[config.mk]
export PLATFORM = sky130hd
export DESIGN_NAME = seven_seg_scan_driver_flat
export DESIGN_NICKNAME = d
export VERILOG_FILES = /design/src/rtl/seven_seg_scan_driver_if.sv /design/src/rtl/seven_seg_scan_driver.sv /design/src/flat_wrapper.sv
export SDC_FILE = /design/constraint.sdc
export NUM_CORES = 1
export LEC_CHECK = 0
export BUFFER_PORTS_ARGS = -buffer_cell sky130_fd_sc_hd__buf_2
export CORE_UTILIZATION = 54
export DETAILED_ROUTE_END_ITERATION = 7
export PLACE_DENSITY = 0.75
export SYNTH_ARGS = -nofsm -noshare
export SYNTH_HDL_FRONTEND = slang
export SYNTH_SLANG_ARGS = --single-unit
[constraint.sdc]
create_clock -name clk -period 1.6 [get_ports clk]
set_clock_uncertainty 0.05 [all_clocks]
set_input_delay 0.16 -clock clk [delete_from_list [all_inputs] [get_ports clk]]
set_output_delay 0.16 -clock clk [all_outputs]
set_load 0.005 [all_outputs]
[src/rtl/seven_seg_scan_driver_if.sv]
// Load handshake and display-drive bundle for the 4-digit scan driver.
interface seven_seg_scan_driver_if;
  logic [13:0] bin_in;
  logic        load;
  logic        busy;
  logic        ovf;
  logic [1:0]  en;
  logic [3:0]  num;

  modport master (
    output bin_in,
    output load,
    input  busy,
    input  ovf,
    input  en,
    input  num
  );

  modport slave (
    input  bin_in,
    input  load,
    output busy,
    output ovf,
    output en,
    output num
  );
endinterface

[src/rtl/seven_seg_scan_driver.sv]
// Binary-to-BCD (double-dabble) converter feeding a 4-digit multiplexed
// seven-segment scan with optional leading-zero blanking.
module seven_seg_scan_driver #(
  parameter int unsigned REFRESH_DIV = 100000,
  parameter bit          BLANK_LZ    = 1'b1
) (
  input  logic                    clk,
  input  logic                    rst_n,
  seven_seg_scan_driver_if.slave  bus
);

  localparam int unsigned CW = (REFRESH_DIV > 1) ? $clog2(REFRESH_DIV) : 1;
  localparam logic [13:0] MAX_VAL = 14'd9999;

  typedef enum logic [1:0] {
    S_IDLE,
    S_SHIFT,
    S_COMMIT
  } state_t;

  state_t       state_q;
  logic         busy_q;
  logic         ovf_q;
  logic [3:0]   bit_cnt_q;
  logic [13:0]  bin_q;
  logic [15:0]  bcd_q;
  logic [15:0]  disp_q;
  logic [15:0]  bcd_adj;

  logic [CW-1:0] refresh_q, refresh_d;
  logic [1:0]    en_q, en_d;

  logic [3:0]   digit;
  logic         blank;
  logic         over;

  assign over = (bus.bin_in > MAX_VAL);

  // Add-3 correction of every BCD nibble that is 5 or more, ahead of the shift.
  always_comb begin
    bcd_adj = bcd_q;
    for (int unsigned i = 0; i < 4; i++) begin
      if (bcd_q[4*i +: 4] >= 4'd5) begin
        bcd_adj[4*i +: 4] = bcd_q[4*i +: 4] + 4'd3;
      end
    end
  end

  // Conversion FSM: accept load, shift 14 times, then commit to the display.
  always_ff @(posedge clk or negedge rst_n) begin
    if (!rst_n) begin
      state_q   <= S_IDLE;
      busy_q    <= 1'b0;
      ovf_q     <= 1'b0;
      bit_cnt_q <= '0;
      bin_q     <= '0;
      bcd_q     <= '0;
      disp_q    <= '0;
    end else begin
      case (state_q)
        S_IDLE: begin
          if (bus.load) begin
            bin_q     <= over ? MAX_VAL : bus.bin_in;
            ovf_q     <= over;
            busy_q    <= 1'b1;
            bcd_q     <= '0;
            bit_cnt_q <= '0;
            state_q   <= S_SHIFT;
          end
        end
        S_SHIFT: begin
          {bcd_q, bin_q} <= {bcd_adj[14:0], bin_q, 1'b0};
          bit_cnt_q      <= bit_cnt_q + 4'd1;
          if (bit_cnt_q == 4'd13) begin
            state_q <= S_COMMIT;
          end
        end
        S_COMMIT: begin
          disp_q  <= bcd_q;
          busy_q  <= 1'b0;
          state_q <= S_IDLE;
        end
        default: begin
          state_q <= S_IDLE;
          busy_q  <= 1'b0;
        end
      endcase
    end
  end

  // Next-state of the free-running refresh divider and digit select.
  always_comb begin
    refresh_d = refresh_q + CW'(1);
    en_d      = en_q;
    if (refresh_q == CW'(REFRESH_DIV - 1)) begin
      refresh_d = '0;
      en_d      = en_q + 2'd1;
    end
  end

  // Scan registers, independent of the conversion engine.
  always_ff @(posedge clk or negedge rst_n) begin
    if (!rst_n) begin
      refresh_q <= '0;
      en_q      <= '0;
    end else begin
      refresh_q <= refresh_d;
      en_q      <= en_d;
    end
  end

  // Select the active digit; a digit is blank when it and all higher ones are zero.
  always_comb begin
    digit = disp_q[3:0];
    blank = 1'b0;
    case (en_q)
      2'd0: begin
        digit = disp_q[3:0];
        blank = 1'b0;
      end
      2'd1: begin
        digit = disp_q[7:4];
        blank = (disp_q[15:4] == '0);
      end
      2'd2: begin
        digit = disp_q[11:8];
        blank = (disp_q[15:8] == '0);
      end
      default: begin
        digit = disp_q[15:12];
        blank = (disp_q[15:12] == '0);
      end
    endcase
  end

  assign bus.busy = busy_q;
  assign bus.ovf  = ovf_q;
  assign bus.en   = en_q;
  assign bus.num  = (BLANK_LZ && blank) ? 4'hF : digit;

endmodule

[src/flat_wrapper.sv]
// flat-port wrapper written by rule: the top's interface ports become plain ports
module seven_seg_scan_driver_flat 
#(
  parameter int unsigned REFRESH_DIV = 100000,
  parameter bit          BLANK_LZ    = 1'b1
)
  (clk, rst_n, bus_bin_in, bus_load, bus_busy, bus_ovf, bus_en, bus_num);
  seven_seg_scan_driver_if bus_i ();
  input  logic clk;
  input  logic rst_n;
  input wire logic [$bits(bus_i.bin_in)-1:0] bus_bin_in;
  input wire logic [$bits(bus_i.load)-1:0] bus_load;
  output wire logic [$bits(bus_i.busy)-1:0] bus_busy;
  output wire logic [$bits(bus_i.ovf)-1:0] bus_ovf;
  output wire logic [$bits(bus_i.en)-1:0] bus_en;
  output wire logic [$bits(bus_i.num)-1:0] bus_num;
  assign bus_i.bin_in = bus_bin_in;
  assign bus_i.load = bus_load;
  assign bus_busy = bus_i.busy;
  assign bus_ovf = bus_i.ovf;
  assign bus_en = bus_i.en;
  assign bus_num = bus_i.num;
  seven_seg_scan_driver #(.REFRESH_DIV(REFRESH_DIV), .BLANK_LZ(BLANK_LZ)) u_core (.clk(clk), .rst_n(rst_n), .bus(bus_i));
endmodule
Word level (Yosys, flattened, before mapping)
Cells that the tools add are included.
{ "word_totals": {"register_bits": 73, "latchBits": 0, "mem_bits_rw": 0, "rom_bits": 0, "in_bits": 17, "n_memories": 0} }
{ "classes": {"n_addsub": 7, "multipliers": 0, "div": 0, "order_cmp": 5, "eq_ne": 8, "n_shift": 0, "muxes": 20, "bitwise": 1, "reduce_logical": 10} }
{ "ops": {"columns": ["operator", "n"], "rows": [
  ["$pmux 16 s2", 1],
  ["$mux 14", 2],
  ["$pmux 14 s2", 1],
  ["$mux 4", 5],
  ["$add 17x1->17 const B", 1],
  ["$eq 17x17->1 const B", 1],
  ["$mux 17", 1],
  ["$ge 4x3->1 const B", 4],
  ["$mux 16", 1],
  ["$gt 14x14->1 const B", 1],
  ["$add 4x2->4 const B", 3],
  ["$logic_not 12->1", 1],
  ["$pmux 4 s3", 1],
  ["$logic_not 8->1", 1],
  ["$pmux 4 s2", 1],
  ["$reduce_and 2->1", 4],
  ["$add 4x1->4 const B", 1],
  ["$eq 2x1->1 const B", 2],
  ["$eq 2x2->1 const B", 2],
  ["$eq 4x4->1 const B", 1],
  ["$logic_not 2->1", 2],
  ["$logic_not 4->1", 1],
  ["$mux 2", 2],
  ["$pmux 2 s2", 1],
  ["10 further kinds", 10]
]} }

Logic depth before layout (Yosys ltp)
{ "logic_depth": {"word_depth": 4, "ltp_mapped": 6} }

Least setup slack after synthesis
No wires, ideal clock.
{ "synth_timing": {"kind": "register to register", "from": "register u_core.refresh_q[6]", "to": "register u_core.refresh_q[1]", "setup_ns": 0.120, "arrival_time_ns": 1.534, "required_time_ns": 1.430, "setup_slack_ns": -0.103, "stages_incl_launch_ff": 4, "n_path_buf": 0, "period_less_slack_ns": 1.703, "path_cell_list": "dfrtp_1 or4bb_1 nor4_4 and2b_2"} }
{ "synth_via": {"elab_chain_len": 2} }
{ "synth_rtl": {"columns": ["element", "line_no", "rtl"], "rows": [
  ["from (decl)", "seven_seg_scan_driver.sv:30", "logic [CW-1:0] refresh_q, refresh_d;"],
  ["from (signal assigned)", "seven_seg_scan_driver.sv:107", "refresh_q <= refresh_d;"],
  ["$eq 17x17->1", "seven_seg_scan_driver.sv:95", "if (refresh_q == CW'(REFRESH_DIV - 1)) begin"],
  ["$mux 17", "seven_seg_scan_driver.sv:95", null],
  ["via u_core.refresh_d[1]", "seven_seg_scan_driver.sv:30", null]
]} }
The timed path passes the listed nets, and every way through them passes these cells.
A chain may end at the register's enable or synchronous reset.

Worst setup path after layout
{ "layout_timing": {"from": "register u_core.en_q[0] (netlist: u_core.bus.en[0])", "to": "output bus_num[2]"} }
{ "layout_via": {"elab_chain_len": 3, "elab_cells_between_ends": 6} }
{ "layout_rtl": {"columns": ["element", "line_no", "rtl"], "rows": [
  ["from (decl)", "seven_seg_scan_driver.sv:31", "logic [1:0] en_q, en_d;"],
  ["from (signal assigned)", "seven_seg_scan_driver.sv:108", "en_q <= en_d;"],
  ["$eq 2x2->1, or another cell as far along", "seven_seg_scan_driver.sv:116", "case (en_q)"],
  ["$pmux 4 s3 or $pmux 1 s3 (tied branches)", "seven_seg_scan_driver.sv:116", null],
  ["$mux 4 *", "seven_seg_scan_driver.sv:139", "assign bus.num = (BLANK_LZ && blank) ? 4'hF : digit;"],
  ["to (decl)", "flat_wrapper.sv:16", "output wire logic [$bits(bus_i.num)-1:0] bus_num;"]
]} }
Mark *: on every way between the ends. The rest lies on a longest branch, timed or not.

==> reports/qor.csv <==
stage;metric;value;unit
status;status;finished, violations left;
status;violated checks;setup timing;
clocking;Clock Latency Late Sink;350;ps
place;placed cells;462;
cells_and_area;Non-Filler Instances;495;
yosys;Mapped Nets;357;
setup_path;CP endpoint kind;primary output;
die;IO Pins;25;
power_and_ir_drop;Total Power;7.52;mW
setup_path;CP arrival;1870;ps
drt;Vias;2803;
setup_path;Critical Path Start Type;register;
yosys;Seq cells post-synth;73;
drt;vias per cell;5.66;
global_route;Top Usage Layer GRT;met2;
place;DP Wirelength;5160;um
yosys;Area contributors post-synth;dfrtp_1 51%, mux2_2 6.0%, ha_1 5.3%;
clocking;cts bufs inserted;9;
yosys;Synth Warn #;0;
yosys;most frequent cells after synthesis;73 x dfrtp_1, 28 x o21ai_0, 20 x inv_1, 20 x nand2_1, 19 x mux2_2;
cells_and_area;layout cells sized above 1;35.9;%
cells_and_area;multi-input logic area;1720;um^2
yosys;simple-gate portion of the synthesized area;12.7;%
global_route;grt met1 use;32.7;%
yosys;most frequent cell after synthesis;dfrtp_1;
cells_and_area;nets;445;
yosys;xor/xnor share of the synthesized area;5.68;%
sta;final setup fails;15;
global_route;antenna violations before repair;0;
yosys;post-synthesis adder-cell area fraction;5.29;%
die;Die ar.;6900;um^2
sta;setup ws final;-482;ps
die;Die Span Y;83.1;um
drt;DR DRC count;0;
yosys;sequential share of the synthesized area;51.5;%
cells_and_area;storage element area;1830;um^2
setup_path;critical path type;register to primary output;
yosys;Yosys cell types;40;
yosys;ys flop type;dfrtp_1;
sta;Fin. Hold Viols;0;
drt;drt pass-1 iters;4;
yosys;post-synthesis mux area share;6.31;%
global_route;total grt overflow;0;
setup_path;CP max FO;5;
sta;Fin Hold WS;48.1;ps
place;Setup WS pre-CTS;-155;ps
clocking;clock sinks;73;
yosys;Syn Inst Count;325;
die;# rows;29;
die;Die X;83.1;um
min_path;Hold Crit Class;input port to register;
setup_path;Slowest cell on crit path;dfrtp_1;
setup_path;crit-path max cell delay;400;ps
yosys;Avg Cell Area, Syn;10.9;um^2
drt;DR iter-0 viols;190;
die;core area;6350;um^2
global_route;vias in the first global route;2788;
setup_path;CP bufs+invs;3;
drt;Routed WL;7870;um
global_route;GRT met3 Usage;5.47;%
sta;TNS Setup;-2750;ps
power_and_ir_drop;Peak VDD IR;1.08;mV
power_and_ir_drop;Lkg Pwr;2.15;nW
sta;setup repair after global routing missed its margin;yes;
setup_path;WP data required;1390;ps
cells_and_area;fillers;432;
sta;Final Cycle Share;130;%
setup_path;crit-path cells;buf_6, ha_4, a222oi_1, inv_1, o32a_1, buf_2;
sta;Slew @ Worst Pin;393;ps
yosys;Synth Area in Compound Gates;15.0;%
sta;Min Clock Period, post-route;2080;ps
drt;Antenna Nets Post-Route;0;
die;Initial Util;55.9;%
sta;maximum clock frequency;0.480;GHz
cells_and_area;Inserted Diodes;0;
yosys;Syn Std Cell Area;3550;um^2
global_route;largest net degree at the start of global routing;74;
yosys;post-synth top area share;51.5;%
clocking;CTS tree;done;
global_route;met2 Use GR;37.6;%
yosys;share of flip-flops with an asynchronous set or reset;100;%
place;Placer Congestion;0.841;
yosys;post-synth top area cell;dfrtp_1;
power_and_ir_drop;pwr dens;1650;nW/um^2
clocking;# H-tree levels;3;
cells_and_area;P&R area growth vs syn;28.7;%
drt;WL/cell;15.9;um
clocking;CTS clk-pin slew, worst paths;70;ps
global_route;first-pass GRT wire length;13100;um
yosys;largest family of logic cells by synthesized area;compound AO/OA/AOI/OAI gates;
sta;Slew Limit Fails;0;
setup_path;CP top delay family;compound AO/OA/AOI/OAI gates;
yosys;number of enable flip-flop cells after synthesis;0;
clocking;clk buf depth;2;
flow_run;MaxCap Viol Count;0;
clocking;clock root cell;clkbuf_8;
place;input/output buffers;24;
global_route;total track usage;24.1;%
sta;Relative slew margins;73.8;%
==> path summary, 6_finish.rpt <==
path,from,endpoint,slack (ps),cells after the start
worst max-delay path,u_core.bus.en[0]$_DFFE_PN0N_,bus_num[2],-480,6
worst min-delay path,bus_bin_in[2],u_core.bin_q[2]$_DFFE_PN0P_,50,3
worst max register to register,u_core.refresh_q[14]$_DFF_PN0_,u_core.refresh_q[1]$_DFF_PN0_,-100,3
worst min register to register,u_core.bin_q[8]$_DFFE_PN0P_,u_core.bin_q[8]$_DFFE_PN0P_,430,2
max in group asynchronous,rst_n,u_core.state_q[1]$_DFFE_PN0P_,870,3
min in group asynchronous,rst_n,u_core.refresh_q[4]$_DFF_PN0_,300,3
==> registers in the layout (all words and copies together) (netlist names) <==
register	count
u_core.bcd_q	16
u_core.bin_q	14
u_core.bit_cnt_q	4
u_core.bus.busy	1
u_core.bus.en	2
u_core.bus.ovf	1
u_core.disp_q	16
u_core.refresh_q	17
u_core.state_q	2
==> timing repair <==
item                                    CTS  global route
pin swaps                                 4             7
setup buffers                             1             9
endpoints found under the setup margin   18            30
resized for setup                        18            22
hold buffers                              7             0
hold endpoints to repair                 79             0
==> through the flow <==
| step | instance area [um^2] | util, % |
|---|---|---|
| 5_1_grt | 4570 | 71.9 |
| 3_3_place_gp | 4100 | 64.6 |
| 4_1_cts | 4440 | 69.9 |
| 3_5_place_dp | 4100 | 64.6 |
| 6_report | 4570 | 71.9 |
| 2_1_floorplan | 3560 | - |
==> power breakdown <==
group	switching [mW]	total, mW	internal [mW]
combinational	1.51	3.17	1.66
clock	0.644	1.41	0.766
sequential	0.493	2.95	2.45
==> per-layer routing <==
metal | routed length [um] | share of wire, % | vias up
met5 | 0 | 0 | -
met1 | 3540 | 45 | 1392
met3 | 278 | 3.5 | 13
met2 | 3920 | 50 | 51
li1 | - | - | 1347
met4 | 142 | 1.8 | 0
==> kinds of logic after synthesis <==
| family | after synthesis |
|---|---|
| buf+inv | 31 |
| flops | 73 |
| xor+xnor | 23 |
| simple gates | 85 |
| fa+ha+maj | 15 |
| compound gates | 78 |
| mux | 20 |
==> cells in the final DEF (no fill, tap or decap), types with 10 or more instances in the layout <==
cell type and instances:
buf_4 52, inv_1 14, o21ai_0 25, nand2_1 20
clkbuf_8 10, buf_2 24, xnor2_1 15, mux2_2 19
dfrtp_1 72
==> worst register-to-register path, cell delays in order (launching register included) <==
cell and delay [ps]:
dfrtp_1 390, or4_4 550, nor4_4 350, and2b_2 260
==> area by class of cell <==
cell class | instances | area share (%)
clock buffers | 14 | 3.34
clock inverters | 2 | 0.822
inverters | 20 | 1.64
multi-input cells | 221 | 37.7
flip-flops and latches | 73 | 40.0
well taps | 77 | 2.11
repair buffers | 88 | 14.3
(Power assumes the default switching activity.)
